`config.mk`:
```
export PLATFORM = sky130hd
export DESIGN_NAME = carregador_programa
export DESIGN_NICKNAME = d
export VERILOG_FILES = /design/src/rtl/carregador_programa_pkg.sv /design/src/rtl/carregador_programa_montador.sv /design/src/rtl/carregador_programa.sv
export SDC_FILE = /design/constraint.sdc
export NUM_CORES = 1
export LEC_CHECK = 0
export CAP_MARGIN = 20
export CORE_MARGIN = 2
export CORE_UTILIZATION = 44
export CTS_CLUSTER_DIAMETER = 30
export DETAILED_ROUTE_END_ITERATION = 7
export HOLD_SLACK_MARGIN = 0.1
export PLACE_DENSITY = 0.72
export SYNTH_ARGS = -nofsm -noshare
export SYNTH_HDL_FRONTEND = slang
export SYNTH_SLANG_ARGS = --single-unit
```
`constraint.sdc`:
```
create_clock -name clk -period 2.7 [get_ports clk]
set_clock_uncertainty 0.2 [all_clocks]
set_input_delay 0.54 -clock clk [delete_from_list [all_inputs] [get_ports clk]]
set_output_delay 0.54 -clock clk [all_outputs]
set_load 0.01 [all_outputs]
```
`src/rtl/carregador_programa_pkg.sv`:
```
// Shared definitions for the program loader: FSM encoding, stream framing
// constants and state-class helpers used by the top and the word assembler.
package carregador_programa_pkg;

  localparam int BYTES_POR_PALAVRA = 4;
  localparam int BYTES_CABECALHO   = 2;

  typedef enum logic [2:0] {
    OCIOSO   = 3'd0,
    CONTAGEM = 3'd1,
    DADOS    = 3'd2,
    CHECKSUM = 3'd3,
    LIBERA   = 3'd4,
    EXECUTA  = 3'd5,
    ERRO     = 3'd6
  } estado_t;

  // States in which the upstream byte stream is consumed.
  function automatic logic aceita_bytes(input estado_t e);
    return (e == CONTAGEM) || (e == DADOS) || (e == CHECKSUM);
  endfunction

  function automatic logic em_carga(input estado_t e);
    return (e == CONTAGEM) || (e == DADOS) || (e == CHECKSUM) || (e == LIBERA);
  endfunction

endpackage

```
`src/rtl/carregador_programa_montador.sv`:
```
// Big-endian word assembler: keeps the first three bytes of a word and
// presents the full word combinationally while its fourth byte is accepted.
module montador_palavra
  import carregador_programa_pkg::*;
(
  input  logic        clk,
  input  logic        reset,
  input  logic        i_limpar,
  input  logic        i_aceito,
  input  logic [7:0]  i_byte,
  output logic [31:0] o_palavra,
  output logic        o_palavra_pronta
);

  logic [1:0]  r_idx;
  logic [23:0] r_parcial;

  assign o_palavra        = {r_parcial, i_byte};
  assign o_palavra_pronta = i_aceito && (r_idx == 2'(BYTES_POR_PALAVRA - 1));

  always_ff @(posedge clk or negedge reset) begin
    if (!reset) begin
      r_idx     <= '0;
      r_parcial <= '0;
    end else if (i_limpar) begin
      r_idx     <= '0;
      r_parcial <= '0;
    end else if (i_aceito) begin
      r_idx     <= r_idx + 2'd1;
      r_parcial <= o_palavra[23:0];
    end
  end

endmodule

```
`src/rtl/carregador_programa.sv`:
```
// Boot loader: holds the processor in reset, writes a checksummed byte-stream
// program into instruction memory, then releases the processor reset.
module carregador_programa
  import carregador_programa_pkg::*;
#(
  parameter int ADDR_WIDTH     = 8,
  parameter int RELEASE_CYCLES = 2
) (
  input  logic                  clk,
  input  logic                  reset,
  input  logic                  carregar,
  input  logic                  byte_valid,
  input  logic [7:0]            byte_dado,
  output logic                  byte_ready,
  output logic                  imem_we,
  output logic [ADDR_WIDTH-1:0] imem_addr,
  output logic [31:0]           imem_wdata,
  output logic                  proc_reset,
  output logic                  ocupado,
  output logic                  erro,
  output logic [ADDR_WIDTH:0]   palavras,
  output estado_t               estado_dbg
);

  // Handshake: a byte moves on a rising edge where byte_valid && byte_ready;
  // byte_ready is registered and never depends on byte_valid.
  localparam int          RW         = $clog2(RELEASE_CYCLES + 1);
  localparam logic [16:0] CAPACIDADE = 17'(1) << ADDR_WIDTH;

  estado_t               r_estado, w_prox;
  logic                  r_byte_ready, r_imem_we, r_proc_reset, r_ocupado, r_erro;
  logic [ADDR_WIDTH-1:0] r_imem_addr;
  logic [31:0]           r_imem_wdata;
  logic [ADDR_WIDTH:0]   r_palavras;
  logic [7:0]            r_soma, r_n_alto;
  logic [15:0]           r_n;
  logic                  r_hdr_idx;
  logic [RW-1:0]         r_rel;

  logic        w_aceito, w_hdr_fim, w_pronta, w_ultima, w_inicia;
  logic [15:0] w_n;
  logic [7:0]  w_soma;
  logic [31:0] w_palavra;

  assign w_aceito  = byte_valid && r_byte_ready;
  assign w_hdr_fim = w_aceito && (r_estado == CONTAGEM) &&
                     (r_hdr_idx == 1'(BYTES_CABECALHO - 1));
  assign w_n       = {r_n_alto, byte_dado};
  assign w_soma    = r_soma + byte_dado;
  assign w_ultima  = w_pronta && ((17'(r_palavras) + 17'd1) == {1'b0, r_n});
  assign w_inicia  = (w_prox == CONTAGEM) && (r_estado != CONTAGEM);

  montador_palavra u_montador (
    .clk              (clk),
    .reset            (reset),
    .i_limpar         (w_inicia),
    .i_aceito         (w_aceito && (r_estado == DADOS)),
    .i_byte           (byte_dado),
    .o_palavra        (w_palavra),
    .o_palavra_pronta (w_pronta)
  );

  always_comb begin
    w_prox = r_estado;
    case (r_estado)
      OCIOSO, EXECUTA, ERRO: if (carregar) w_prox = CONTAGEM;
      CONTAGEM: begin
        if (w_hdr_fim) begin
          if (w_n == 16'd0)                    w_prox = CHECKSUM;
          else if ({1'b0, w_n} > CAPACIDADE)   w_prox = ERRO;
          else                                 w_prox = DADOS;
        end
      end
      DADOS:    if (w_ultima) w_prox = CHECKSUM;
      CHECKSUM: if (w_aceito) w_prox = (w_soma == 8'd0) ? LIBERA : ERRO;
      LIBERA:   if (r_rel == RW'(RELEASE_CYCLES - 1)) w_prox = EXECUTA;
      default:  w_prox = OCIOSO;
    endcase
  end

  // Outputs are decoded from the next state so they change on the same edge.
  always_ff @(posedge clk or negedge reset) begin
    if (!reset) begin
      r_estado     <= OCIOSO;
      r_byte_ready <= 1'b0;
      r_imem_we    <= 1'b0;
      r_imem_addr  <= '0;
      r_imem_wdata <= '0;
      r_proc_reset <= 1'b1;
      r_ocupado    <= 1'b0;
      r_erro       <= 1'b0;
      r_palavras   <= '0;
      r_soma       <= '0;
      r_n_alto     <= '0;
      r_n          <= '0;
      r_hdr_idx    <= 1'b0;
      r_rel        <= '0;
    end else begin
      r_estado     <= w_prox;
      r_byte_ready <= aceita_bytes(w_prox);
      r_ocupado    <= em_carga(w_prox);
      r_proc_reset <= (w_prox != EXECUTA);
      r_erro       <= (w_prox == ERRO);
      r_imem_we    <= w_pronta;
      r_rel        <= (r_estado == LIBERA) ? r_rel + RW'(1) : '0;
      if (w_inicia) begin
        r_soma     <= '0;
        r_palavras <= '0;
        r_n_alto   <= '0;
        r_n        <= '0;
        r_hdr_idx  <= 1'b0;
      end else begin
        if (w_aceito) r_soma <= w_soma;
        if (w_aceito && (r_estado == CONTAGEM)) begin
          r_hdr_idx <= r_hdr_idx + 1'b1;
          r_n_alto  <= byte_dado;
          if (w_hdr_fim) r_n <= w_n;
        end
        if (w_pronta) begin
          r_imem_addr  <= r_palavras[ADDR_WIDTH-1:0];
          r_imem_wdata <= w_palavra;
          r_palavras   <= r_palavras + 1'b1;
        end
      end
    end
  end

  assign byte_ready = r_byte_ready;
  assign imem_we    = r_imem_we;
  assign imem_addr  = r_imem_addr;
  assign imem_wdata = r_imem_wdata;
  assign proc_reset = r_proc_reset;
  assign ocupado    = r_ocupado;
  assign erro       = r_erro;
  assign palavras   = r_palavras;
  assign estado_dbg = r_estado;

endmodule

```
# After elaboration in Yosys (flattened, before gate mapping)
# Cells that the tools add are included.
op_classes:
  n_addsub: 6
  magnitude_cmp: 1
  eq_ne: 16
  mux: 25
  n_bitwise: 1
  n_reduce_logical: 21
op_table:
  columns: ["operator", "n"]
  rows:
  - ["$mux W16", 3]
  - ["$mux W24", 2]
  - ["$mux W8", 4]
  - ["$mux W3", 7]
  - ["$mux W9", 2]
  - ["$eq A10 B16 Y1", 1]
  - ["$gt A16 B9 Y1 const B", 1]
  - ["$logic_not A16 Y1", 1]
  - ["$eq A3 B3 Y1 const B", 5]
  - ["$pmux W3 S5", 1]
  - ["$eq A3 B2 Y1 const B", 4]
  - ["$add A9 B1 Y10 const B", 1]
  - ["$reduce_bool A2 Y1", 5]
  - ["$add A9 B1 Y9 const B", 1]
  - ["$add A8 B8 Y8", 1]
  - ["$logic_not A8 Y1", 1]
  - ["$mux W2", 4]
  - ["$logic_and A1 B1 Y1", 7]
  - ["$eq A3 B1 Y1 const B", 2]
  - ["$add A2 B1 Y2 const B", 2]
  - ["$reduce_and A2 Y1", 2]
  - ["$logic_not A3 Y1", 1]
  - ["$logic_or A1 B1 Y1", 3]
  - ["$ne A3 B1 Y1 const B", 1]
  - ["7 further kinds", 8]
totals:
  reg_bits: 118
  in_bits: 12
  out_inout_bits: 57
  word_cells: 86

# Logic depth before layout (Yosys ltp)
# Gate-level depths: netlist (run 1).
depth:
  ltp_word: 10
  mapped_depth: 11
  ltp_nobuf: 9

# Modules after synthesis
# From an unflattened synthesis (run 1), not the netlist that was laid out.
unflattened:
  hier_cells: 669
  hier_area_um2: 6447.4
by_module_without_submodules:
  columns: ["module", "instances", "cells_per_inst", "area_per_inst_um2", "seq_area_each_um2"]
  rows:
  - ["carregador_programa", 1, 575, 5293.8, 2303.5]
  - ["montador_palavra", 1, 94, 1153.6, 650.6]

# Worst setup path after synthesis (run 1)
# OpenSTA, ideal clock, no wires.
synth_timing:
  path_type: "input port to flip-flop"
  from: "in byte_dado[0]"
  to: "reg r_n[10]"
  setup_time_ns: 0.119
  arrival_time_ns: 2.832
  required_time_ns: 2.381
  slack_ns: -0.451
  stages: 11
  path_buffers: 2
  cell_sequence: "ha_1 fa_1 a211oi_1 or3b_2 nand3_1 nor4_1 a32oi_1 nor4b_2 buf_2 buf_6 nor2_1"
synth_between:
  elab_chain_len: 9
  elab_cells_between_ends: 16
  classes_between: "add/sub: 1; order compare: 1; eq/ne: 1; mux: 7; reduce/logical: 6"
synth_lines:
  columns: ["element", "line_no", "source"]
  rows:
  - ["from (decl)", "carregador_programa.sv:13", "input logic [7:0] byte_dado,"]
  - ["$add A8 B8 Y8", "carregador_programa.sv:49", "assign w_soma = r_soma + byte_dado;"]
  - ["$logic_not A8 Y1", "carregador_programa.sv:75", "CHECKSUM: if (w_aceito) w_prox = (w_soma == 8'd0) ? LIBERA : ERRO;"]
  - ["$mux W2", "carregador_programa.sv:75", null]
  - ["$mux W3", "carregador_programa.sv:75", null]
  - ["$pmux W3 S5 *", "carregador_programa.sv:65", "case (r_estado)"]
  - ["named net w_prox[1]", "carregador_programa.sv:30", "estado_t r_estado, w_prox;"]
  - ["$eq A3 B1 Y1 *", "carregador_programa.sv:51", "assign w_inicia = (w_prox == CONTAGEM) && (r_estado != CONTAGEM);"]
  - ["$logic_and A1 B1 Y1 *", "carregador_programa.sv:51", null]
  - ["$reduce_bool A2 Y1 (no line)", null, null]
  - ["$reduce_and A2 Y1 (no line)", null, null]
  - ["to (signal assigned)", "carregador_programa.sv:117", "if (w_hdr_fim) r_n <= w_n;"]
  - ["to (decl)", "carregador_programa.sv:36", "logic [15:0] r_n;"]
# Mark *: on every way through the listed nets, which the timed path passes. The rest lies on a longest branch.
# A chain may end at the register's enable or synchronous reset.

# Worst setup path after layout (run 1)
layout_timing:
  from: "in byte_dado[1]"
  to: "reg r_n_alto[7]"
layout_between:
  elab_chain_len: 8
  elab_cells_between_ends: 14
  classes_between: "add/sub: 1; order compare: 1; eq/ne: 1; mux: 7; reduce/logical: 4"
layout_lines:
  columns: ["element", "line_no", "source"]
  rows:
  - ["$add A8 B8 Y8", "carregador_programa.sv:49", null]
  - ["$logic_not A8 Y1", "carregador_programa.sv:75", null]
  - ["$mux W2", "carregador_programa.sv:75", null]
  - ["$mux W3", "carregador_programa.sv:75", null]
  - ["$pmux W3 S5 *", "carregador_programa.sv:65", null]
  - ["named net w_prox[1]", "carregador_programa.sv:30", null]
  - ["$eq A3 B1 Y1 *", "carregador_programa.sv:51", null]
  - ["$logic_and A1 B1 Y1 *", "carregador_programa.sv:51", null]
  - ["$mux W8 or $reduce_bool A2 Y1 (tied branches)", null, null]
  - ["to (signal assigned)", "carregador_programa.sv:116", "r_n_alto <= byte_dado;"]
  - ["to (decl)", "carregador_programa.sv:35", "logic [7:0] r_soma, r_n_alto;"]
# Marks and branches as above.

==> results of run 1 <==
-- sequential cells by signal (all words and copies together), names as in the netlist --
register              flops
estado_dbg                3
r_soma                    8
imem_wdata               32
u_montador.r_idx          2
imem_addr                 8
r_n                      16
u_montador.r_parcial     24
proc_reset                1
byte_ready                1
ocupado                   1
r_rel                     2
r_n_alto                  8
r_hdr_idx                 1
palavras                  9
imem_we                   1
erro                      1
-- final cells by class --
| cell class | count | area (um^2) | area share |
|---|---|---|---|
| Multi-Input combinational cell | 443 | 2630 | 0.327 |
| Clock buffer | 19 | 453 | 0.0563 |
| Inverter | 13 | 48.8 | 0.00606 |
| Clock inverter | 13 | 146 | 0.0182 |
| Sequential cell | 118 | 2950 | 0.367 |
| Tap cell | 168 | 210 | 0.0261 |
| Timing Repair Buffer | 164 | 1610 | 0.199 |
-- power groups by stage --
stage	Combinational (W)	Sequential, W	Clock (W)
CTS	0.00314	0.00246	0.00228
floorplan	0.00142	0.00241	0
global placement	0.00215	0.00246	0
global route	0.00367	0.00251	0.00238
detailed placement	0.00223	0.00248	0
finish	0.00343	0.00249	0.00226
-- per-layer routing --
| layer | global-route usage | wire length (um) | vias up |
|---|---|---|---|
| li1 | - | - | 2330 |
| met1 | 0.319 | 6700 | 2501 |
| met2 | 0.408 | 7870 | 201 |
| met3 | 0.0560 | 818 | 39 |
| met4 | 0.101 | 404 | 0 |
| met5 | 0 | 0 | - |
-- kinds of logic after synthesis --
kind of cell / after synthesis
AND/OR/NAND/NOR: 304
flip-flops: 118
AO/OA/AOI/OAI: 88
buffers and inverters: 52
XOR/XNOR: 22
multiplexers: 17
adder cells (fa/ha/maj): 12
-- repair_timing --
| item | CTS | global route |
|---|---|---|
| cloned | 5 | 0 |
| setup endpoints to repair | 72 | 72 |
| gates resized for setup | 61 | 23 |
| hold buffers | 1 | 0 |
| buffers inserted | 11 | 2 |
| pin swaps | 21 | 10 |
| endpoints found under the hold margin | 18 | 0 |
-- Yosys cell counts, types with 3 or more instances --
cell / count / share of area
or3_1: 5 / 0.0057
mux2i_1: 17 / 0.031
nand2_1: 210 / 0.14
inv_1: 12 / 0.0082
dfrtp_1: 117 / 0.53
o22ai_1: 3 / 0.0034
nand3_1: 15 / 0.014
a31oi_1: 3 / 0.0034
xor2_1: 10 / 0.016
o21ai_0: 17 / 0.015
nor3b_1: 4 / 0.0054
buf_2: 8 / 0.0073
nor4_1: 6 / 0.0068
nor2_1: 35 / 0.024
nand2b_1: 3 / 0.0034
a21oi_1: 46 / 0.042
xnor2_1: 12 / 0.019
clkbuf_1: 27 / 0.018
nor2b_1: 4 / 0.0045
nor3_1: 9 / 0.0082
ha_1: 10 / 0.023
-- path summary, 6_finish.rpt --
kind | from | endpoint | slack (ns) | cells after the start
max | byte_dado[1] | r_n_alto[7] | -0.51 | 14
min | r_rel[0] | r_rel[0] | 0.24 | 1
max reg2reg | r_soma[0] | r_n_alto[7] | -0.50 | 13
min reg2reg | r_rel[0] | r_rel[0] | 0.24 | 1
max in group asynchronous | reset | imem_addr[2] | 1.24 | 3
min in group asynchronous | reset | estado_dbg[0] | 0.36 | 2
-- critical path, delay by kind of cell --
| family | cells | cell delay [ns] |
|---|---|---|
| compound gates | 3 | 0.51 |
| simple gates | 4 | 0.87 |
| fa+ha+maj | 1 | 0.43 |
| buf+inv | 6 | 0.94 |
-- per-stage QoR --
stage	setup TNS [ns]	cells	instance area, um^2	worst slack (ns)	hold WS [ns]
final	-31.27	938	8050	-0.508	0.237
after global routing	-34.54	938	8050	-0.547	0.266
after CTS	-22.00	937	7940	-0.359	0.247
after detailed placement	-72.11	888	6890	-1.11	0.238
after global placement	-67.72	888	6890	-1.01	0.223
after floorplan	-19.31	613	5540	-0.337	0.0444
==> flow_metrics.tcl, run 1 <==
set metrics [dict create \
    worst-setup-path-type "in2reg" \
    power_density_nw_per_um2 1020 \
    synthSimpleGateAreaFrac 0.235 \
    area_delta_synth_final_pct 46.0 \
    synth_xor_area_frac 0.0349 \
    most-common-layout-cells "nand2_1, dfrtp_1, buf_4, clkdlybuf4s50_1, a21oi_1" \
    drc 0 \
    cts_tree "yes" \
    gr-total-overflow 0 \
    clkSinkCount 118 \
    combPwrFrac 0.419 \
    worstPathCellList "dlygate4sd2_1, buf_6, fa_2, a211oi_4, or3b_4, nand3_2, nor4_2, a32oi_2, nor4b_4, buf_6, buf_12, buf_12, buf_16, a21oi_1" \
    fin_ws_ns -0.508 \
    numPortBuffers 68 \
    rows 40 \
    final_layout_size_suffix_gt1_frac 0.235 \
    drv_slew 0 \
    synth-adder-area-share 0.0281 \
    switching_share 0.354 \
    end_kind "register" \
    rsz0062_at_grt "yes" \
    coreArea_um2 12100 \
    grt_max_degree 51 \
    synth_ff_type "dfrtp_1" \
    synth_compound_area_frac 0.0953 \
    grt_usage 0.248 \
    synth-seq-cells 118 \
    dpl.hpwl_um 9790 \
    synth_area_per_cell_um2 9.00 \
    min_period_over_period 1.19 \
    slowest_stage "fa_2" \
    ys_types 54 \
    hold_viol 0 \
    p_leak_nw 3.81 \
    fillers 916 \
    synth_top_family_by_area "simple AND/OR/NAND/NOR gates" \
    p_int_w 0.00529 \
    muxShareOfSynthArea 0.0309 \
    grt_pass1_wl_um 25500 \
    wl_per_cell_um 16.8 \
    final_common_cell "nand2_1" \
    post-route-util 0.665 \
    status "complete, but fails checks" \
    clkLatencyLatePin_ns 0.41 \
    max_slew_margin 0.716 \
    cts_made_buffers 17 \
    die-area_um2 13400 \
    io_pins 69 \
    cp_max_fo 13 \
    ir_drop_uv 697 \
    grt_pass1_vias 5103 \
    power_switching_w 0.00289 \
    first_iter_violations 426 \
    place_congestion 0.873 \
    postSynth.asyncResetShare 1.00 \
    critPathLaunchType "input pin" \
    fp.dieW_um 116 \
    die_y_um 116 \
    clock_path_buffers 2 \
    max-cap-violations 0 \
    start_util 0.455 \
    syn_inst 613 \
    synth_warnings 0 \
    final_nets 780 \
    slowest_delay_ns 0.43 \
    h-tree-depth 4 \
    viasPerCell 5.41 \
    p_seq_frac 0.304 \
    holdCritPathClass "reg2reg" \
    p_clk_frac 0.277 \
    setup_violations 71 \
    synthesis.area_um2 5520 \
    cp.required_ns 2.79 \
    cts.clk_slew.worst_paths_ns 0.06 \
    synth-edff-count 0 \
    arrival_ns 3.30 \
    tightestPinTransition_ns 0.419 \
    syn_nets 636 \
    drt_wl_total_um 15800 \
    diodes 0 \
    antenna_found_initial 0 \
    seq_area_frac_synth 0.536 \
    violations "setup timing" \
    timing.final.crit_period_ns 3.21 \
    vias 5071 \
    fmax_mhz 312 \
    drt-pass1-iter-count 6 \
    root_buffer "clkbuf_16" \
    p_total_w 0.00818 \
    ant_nets 0 \
]
Note: power is estimated with default switching activity, not from simulation.
==> inputs of run 2 (changes only) <==
--- a/config.mk
+++ b/config.mk
@@ -6,7 +6,7 @@
 export NUM_CORES = 1
 export LEC_CHECK = 0
 export CAP_MARGIN = 20
-export CORE_MARGIN = 2
+export CORE_MARGIN = 1.5
 export CORE_UTILIZATION = 44
 export CTS_CLUSTER_DIAMETER = 30
 export DETAILED_ROUTE_END_ITERATION = 7
==> run 2 against run 1 <==
Against the previous run: power down 7.8%; register-to-register slack better by 0.07 ns; flip-flop and latch count unchanged; count of clock-buffer cells in the layout down 1; core utilization down 2.4 points; the flow still finishes with violations (setup timing); global-route usage down 2.4 points; critical endpoint is now r_n[11]; non-clock buffer count down 12; clock power about the same; worst hold slack better by 0.0061 ns; cell count down 1.3%.
==> flow_metrics.tcl, run 2 (synthesized netlist as in run 1, its figures left out) <==
set metrics [dict create \
    end_kind "register" \
    root_buffer "clkbuf_16" \
    min_period_over_period 1.16 \
    first_iter_violations 345 \
    start_util 0.455 \
    clkSinkCount 118 \
    largest_register_ffs 32 \
    place_congestion 0.906 \
    wl_per_cell_um 15.9 \
    grt_max_degree 55 \
    p_int_w 0.00488 \
    coreArea_um2 12100 \
    antenna_found_initial 0 \
    cts_made_buffers 17 \
    drc 0 \
    max_slew_margin 0.661 \
    hold_viol 0 \
    final_common_cell "nand2_1" \
    final_nets 768 \
    clkLatencyLatePin_ns 0.42 \
    grt_usage 0.224 \
    diodes 0 \
    fin_ws_ns -0.432 \
    timing.final.crit_period_ns 3.13 \
    grt_pass1_wl_um 23300 \
    power_switching_w 0.00265 \
    h-tree-depth 4 \
    switching_share 0.352 \
    ant_nets 0 \
    fillers 967 \
    fp.dieW_um 115 \
    grt_pass1_vias 4809 \
    cts_tree "yes" \
    dpl.hpwl_um 9630 \
    worst-setup-path-type "reg2reg" \
    holdCritPathClass "reg2reg" \
    viasPerCell 5.28 \
    cp.required_ns 2.80 \
    critPathLaunchType "register" \
    gr-total-overflow 0 \
    worstPathCellList "ha_1, a211oi_1, buf_4, o21ai_0, a31oi_1, xnor2_1, a32oi_2, nor4b_4, buf_6, clkbuf_16, nor2_2" \
    die-area_um2 13200 \
    violations "setup timing" \
    place_ws_ns -1.06 \
    dp_cells 886 \
    tightestPinTransition_ns 0.502 \
    rsz0062_at_grt "yes" \
    vias 4891 \
    drv_slew 0 \
    io_pins 69 \
    p_clk_frac 0.298 \
    die_y_um 115 \
    p_seq_frac 0.330 \
    cp_max_fo 7 \
    crit_buf_inv 3 \
    design_area_um2 7750 \
    combPwrFrac 0.371 \
    power_density_nw_per_um2 972 \
    area_delta_synth_final_pct 40.6 \
    final_layout_size_suffix_gt1_frac 0.211 \
    arrival_ns 3.24 \
    drt_wl_total_um 14800 \
    setup_violations 71 \
    cpLargestDelayFamily "compound AO/OA/AOI/OAI gates" \
    layoutNonFillerInstCount 926 \
    drt-pass1-iter-count 5 \
    numPortBuffers 68 \
    rows 40 \
    p_leak_nw 3.72 \
    clock_path_buffers 2 \
    cts.clk_slew.worst_paths_ns 0.06 \
    most-common-layout-cells "nand2_1, dfrtp_1, buf_4, clkdlybuf4s50_1, nor2_1" \
    slowest_delay_ns 0.42 \
    max-cap-violations 0 \
    ir_drop_uv 658 \
    slowest_stage "dfrtp_1" \
    place_area_um2 6870 \
    status "complete, but fails checks" \
    fmax_mhz 319 \
]
[run 2: final cells by class]
class	instances	area (um^2)	share of cell area
sequential	118	2950	0.381
clock inverter	14	149	0.0192
multi-input combinational	443	2560	0.330
tap	168	210	0.0271
clock buffer	18	439	0.0566
timing repair buffer	152	1390	0.180
inverter	13	48.8	0.00629
[run 2: per-stage QoR]
step | power [W] | utilization | setup TNS [ns] | hold slack, ns
2_1_floorplan | 0.00383 | - | -19.31 | 0.0444
6_report | 0.00754 | 0.640 | -26.68 | 0.243
3_5_place_dp | 0.00473 | 0.567 | -71.96 | 0.215
3_3_place_gp | 0.00463 | 0.567 | -68.41 | 0.212
4_1_cts | 0.00715 | 0.624 | -19.14 | 0.252
5_1_grt | 0.00792 | 0.640 | -36.65 | 0.260
[run 2: worst paths after layout]
| check | start | endpoint | slack, ns | cells after the start |
|---|---|---|---|---|
| max | r_soma[1] | r_n[11] | -0.43 | 11 |
| min reg2reg | r_rel[0] | r_rel[0] | 0.24 | 1 |
| min in group asynchronous | reset | ocupado | 0.33 | 2 |
| max in group asynchronous | reset | imem_wdata[10] | 1.33 | 3 |
| max reg2reg | r_soma[1] | r_n[11] | -0.43 | 11 |
| min | r_rel[0] | r_rel[0] | 0.24 | 1 |
[run 2: timing repair]
item,in CTS,in global routing
pin swaps,4,11
setup buffers,2,4
hold endpoints to repair,12,0
gates cloned,0,2
hold buffers,1,0
setup endpoints to repair,72,71
gates resized for setup,19,35
[run 2: metal layers]
metal,global-route usage,part of all wire,vias to the layer above
met2,0.365,0.50,147
met5,0,0,-
met4,0.0790,0.017,0
li1,-,-,2299
met1,0.301,0.45,2420
met3,0.0443,0.040,25
[run 2: power by group through the flow]
stage               registers (W)  clock network [W]  logic [W]
CTS                       0.00247            0.00226    0.00242
global route              0.00252            0.00235    0.00304
detailed placement        0.00249                  0    0.00224
floorplan                 0.00241                  0    0.00142
finish                    0.00249            0.00225    0.00280
global placement          0.00247                  0    0.00217
==> RTL change (config.mk and constraints of run 1) <==
Register the output `estado_dbg` once more, without a reset; this adds one clock of latency there. The other outputs are not delayed to match.
--- a/src/rtl/carregador_programa.sv
+++ b/src/rtl/carregador_programa.sv
@@ -133,7 +133,9 @@
   assign ocupado    = r_ocupado;
   assign erro       = r_erro;
   assign palavras   = r_palavras;
-  assign estado_dbg = r_estado;
+  always_ff @(posedge clk) begin
+    estado_dbg <= r_estado;
+  end
 
 endmodule
 
Behaviour: not the same (a bounded check fails within 4 cycles, from zero or initial values and one cycle with reset low).
==> RTL change against run 1 <==
The flow still finishes with violations (negative setup slack); final cell count decreased by 1.3%; cell area up 0.11%; utilization fell by 2.1 points; sequential share of layout area up 0.71 points; register-to-register slack gained 40 ps; total power grew 1.1%; synthesized area increased by 1.1%; sequential cell count is 3 higher; combinational power about the same; wire length is 1.9% higher; setup slack better by 49 ps; highest routed layer unchanged.
==> RTL change: results (changes against run 1) <==
* R2R depth at 12 (-1)
* Hold Slack at 269 ps (+32.1 ps)
* R2R Path End: palavras[3]
* GR Layer Usage met1 at 30.2% (-1.6 points)
* VDD IR-drop max at 0.000721 V (+3.4%)
* Fraction of layout cells with a size suffix above 1 at 22.7% (-0.83 points)
* Setup violations, final at 70 (-1.4%)
* Hold depth at 2 (+1)
* DPL Wire Length at 9370 um (-4.3%)
* Routed length on met1 at 6430 um (-4.2%)
* Synth top area cells: dfrtp_1, nand2_1, a21oi_1
* Largest net degree at the start of global routing at 55 (+7.8%)
* Post-Syn Nets at 639 (+0.47%)
* Sequential cells at 121 (+2.5%)
* Worst setup path startpoint: r_soma[0]
* Seq/Total Area, Yosys at 54.1% (+0.50 points)
* 1st-iter DRT viols at 442 (+3.8%)
* Final WS setup at -458 ps (+49.3 ps)
* First-pass GRT wire length at 25200 um (-1.4%)
* Vias post-DR at 5032 (-0.77%)
* Violated checks: negative setup slack
* Synth Area in Compound Gates at 9.43% (-0.10 points)
* Adder-cell share of the synthesized area at 2.78% (-0.030 points)
* Min-delay src: u_montador.r_parcial[18]
* Status: finished with violations
* Worst-path maximum fanout at 6 (-7)
[RTL change: stage by stage]
step	util [%]	setup TNS (ps)	setup slack (ps)	power (W)
after global routing	64.4	-34390	-540	0.00864
after detailed placement	54.3	-76540	-1130	0.00468
after global placement	54.3	-71150	-1060	0.00458
after CTS	62.1	-20480	-349	0.00772
after floorplan	-	-19310	-337	0.00389
final	64.4	-28190	-458	0.00826
[RTL change: kinds of logic (layout without fill, tap and decap cells)]
| family | after synthesis | in the layout |
|---|---|---|
| adders and majority gates | 12 | 12 |
| DFF | 121 | 121 |
| muxes | 17 | 17 |
| and+or+nand+nor | 304 | 304 |
| AOI/OAI and AO/OA | 88 | 88 |
| buffers and inverters | 52 | 190 |
| xor gates and xnor gates | 22 | 22 |
[RTL change: worst max-delay path, cell delays in order (launching register included)]
cell       delay, ps
dfrtp_1          420
ha_4             190
fa_2             390
a211oi_4         300
or3b_4           190
nand3_4           90
nor4_4           300
a32oi_2          180
nor4b_4          240
buf_6            180
buf_6            140
clkbuf_16        170
o22ai_4           70
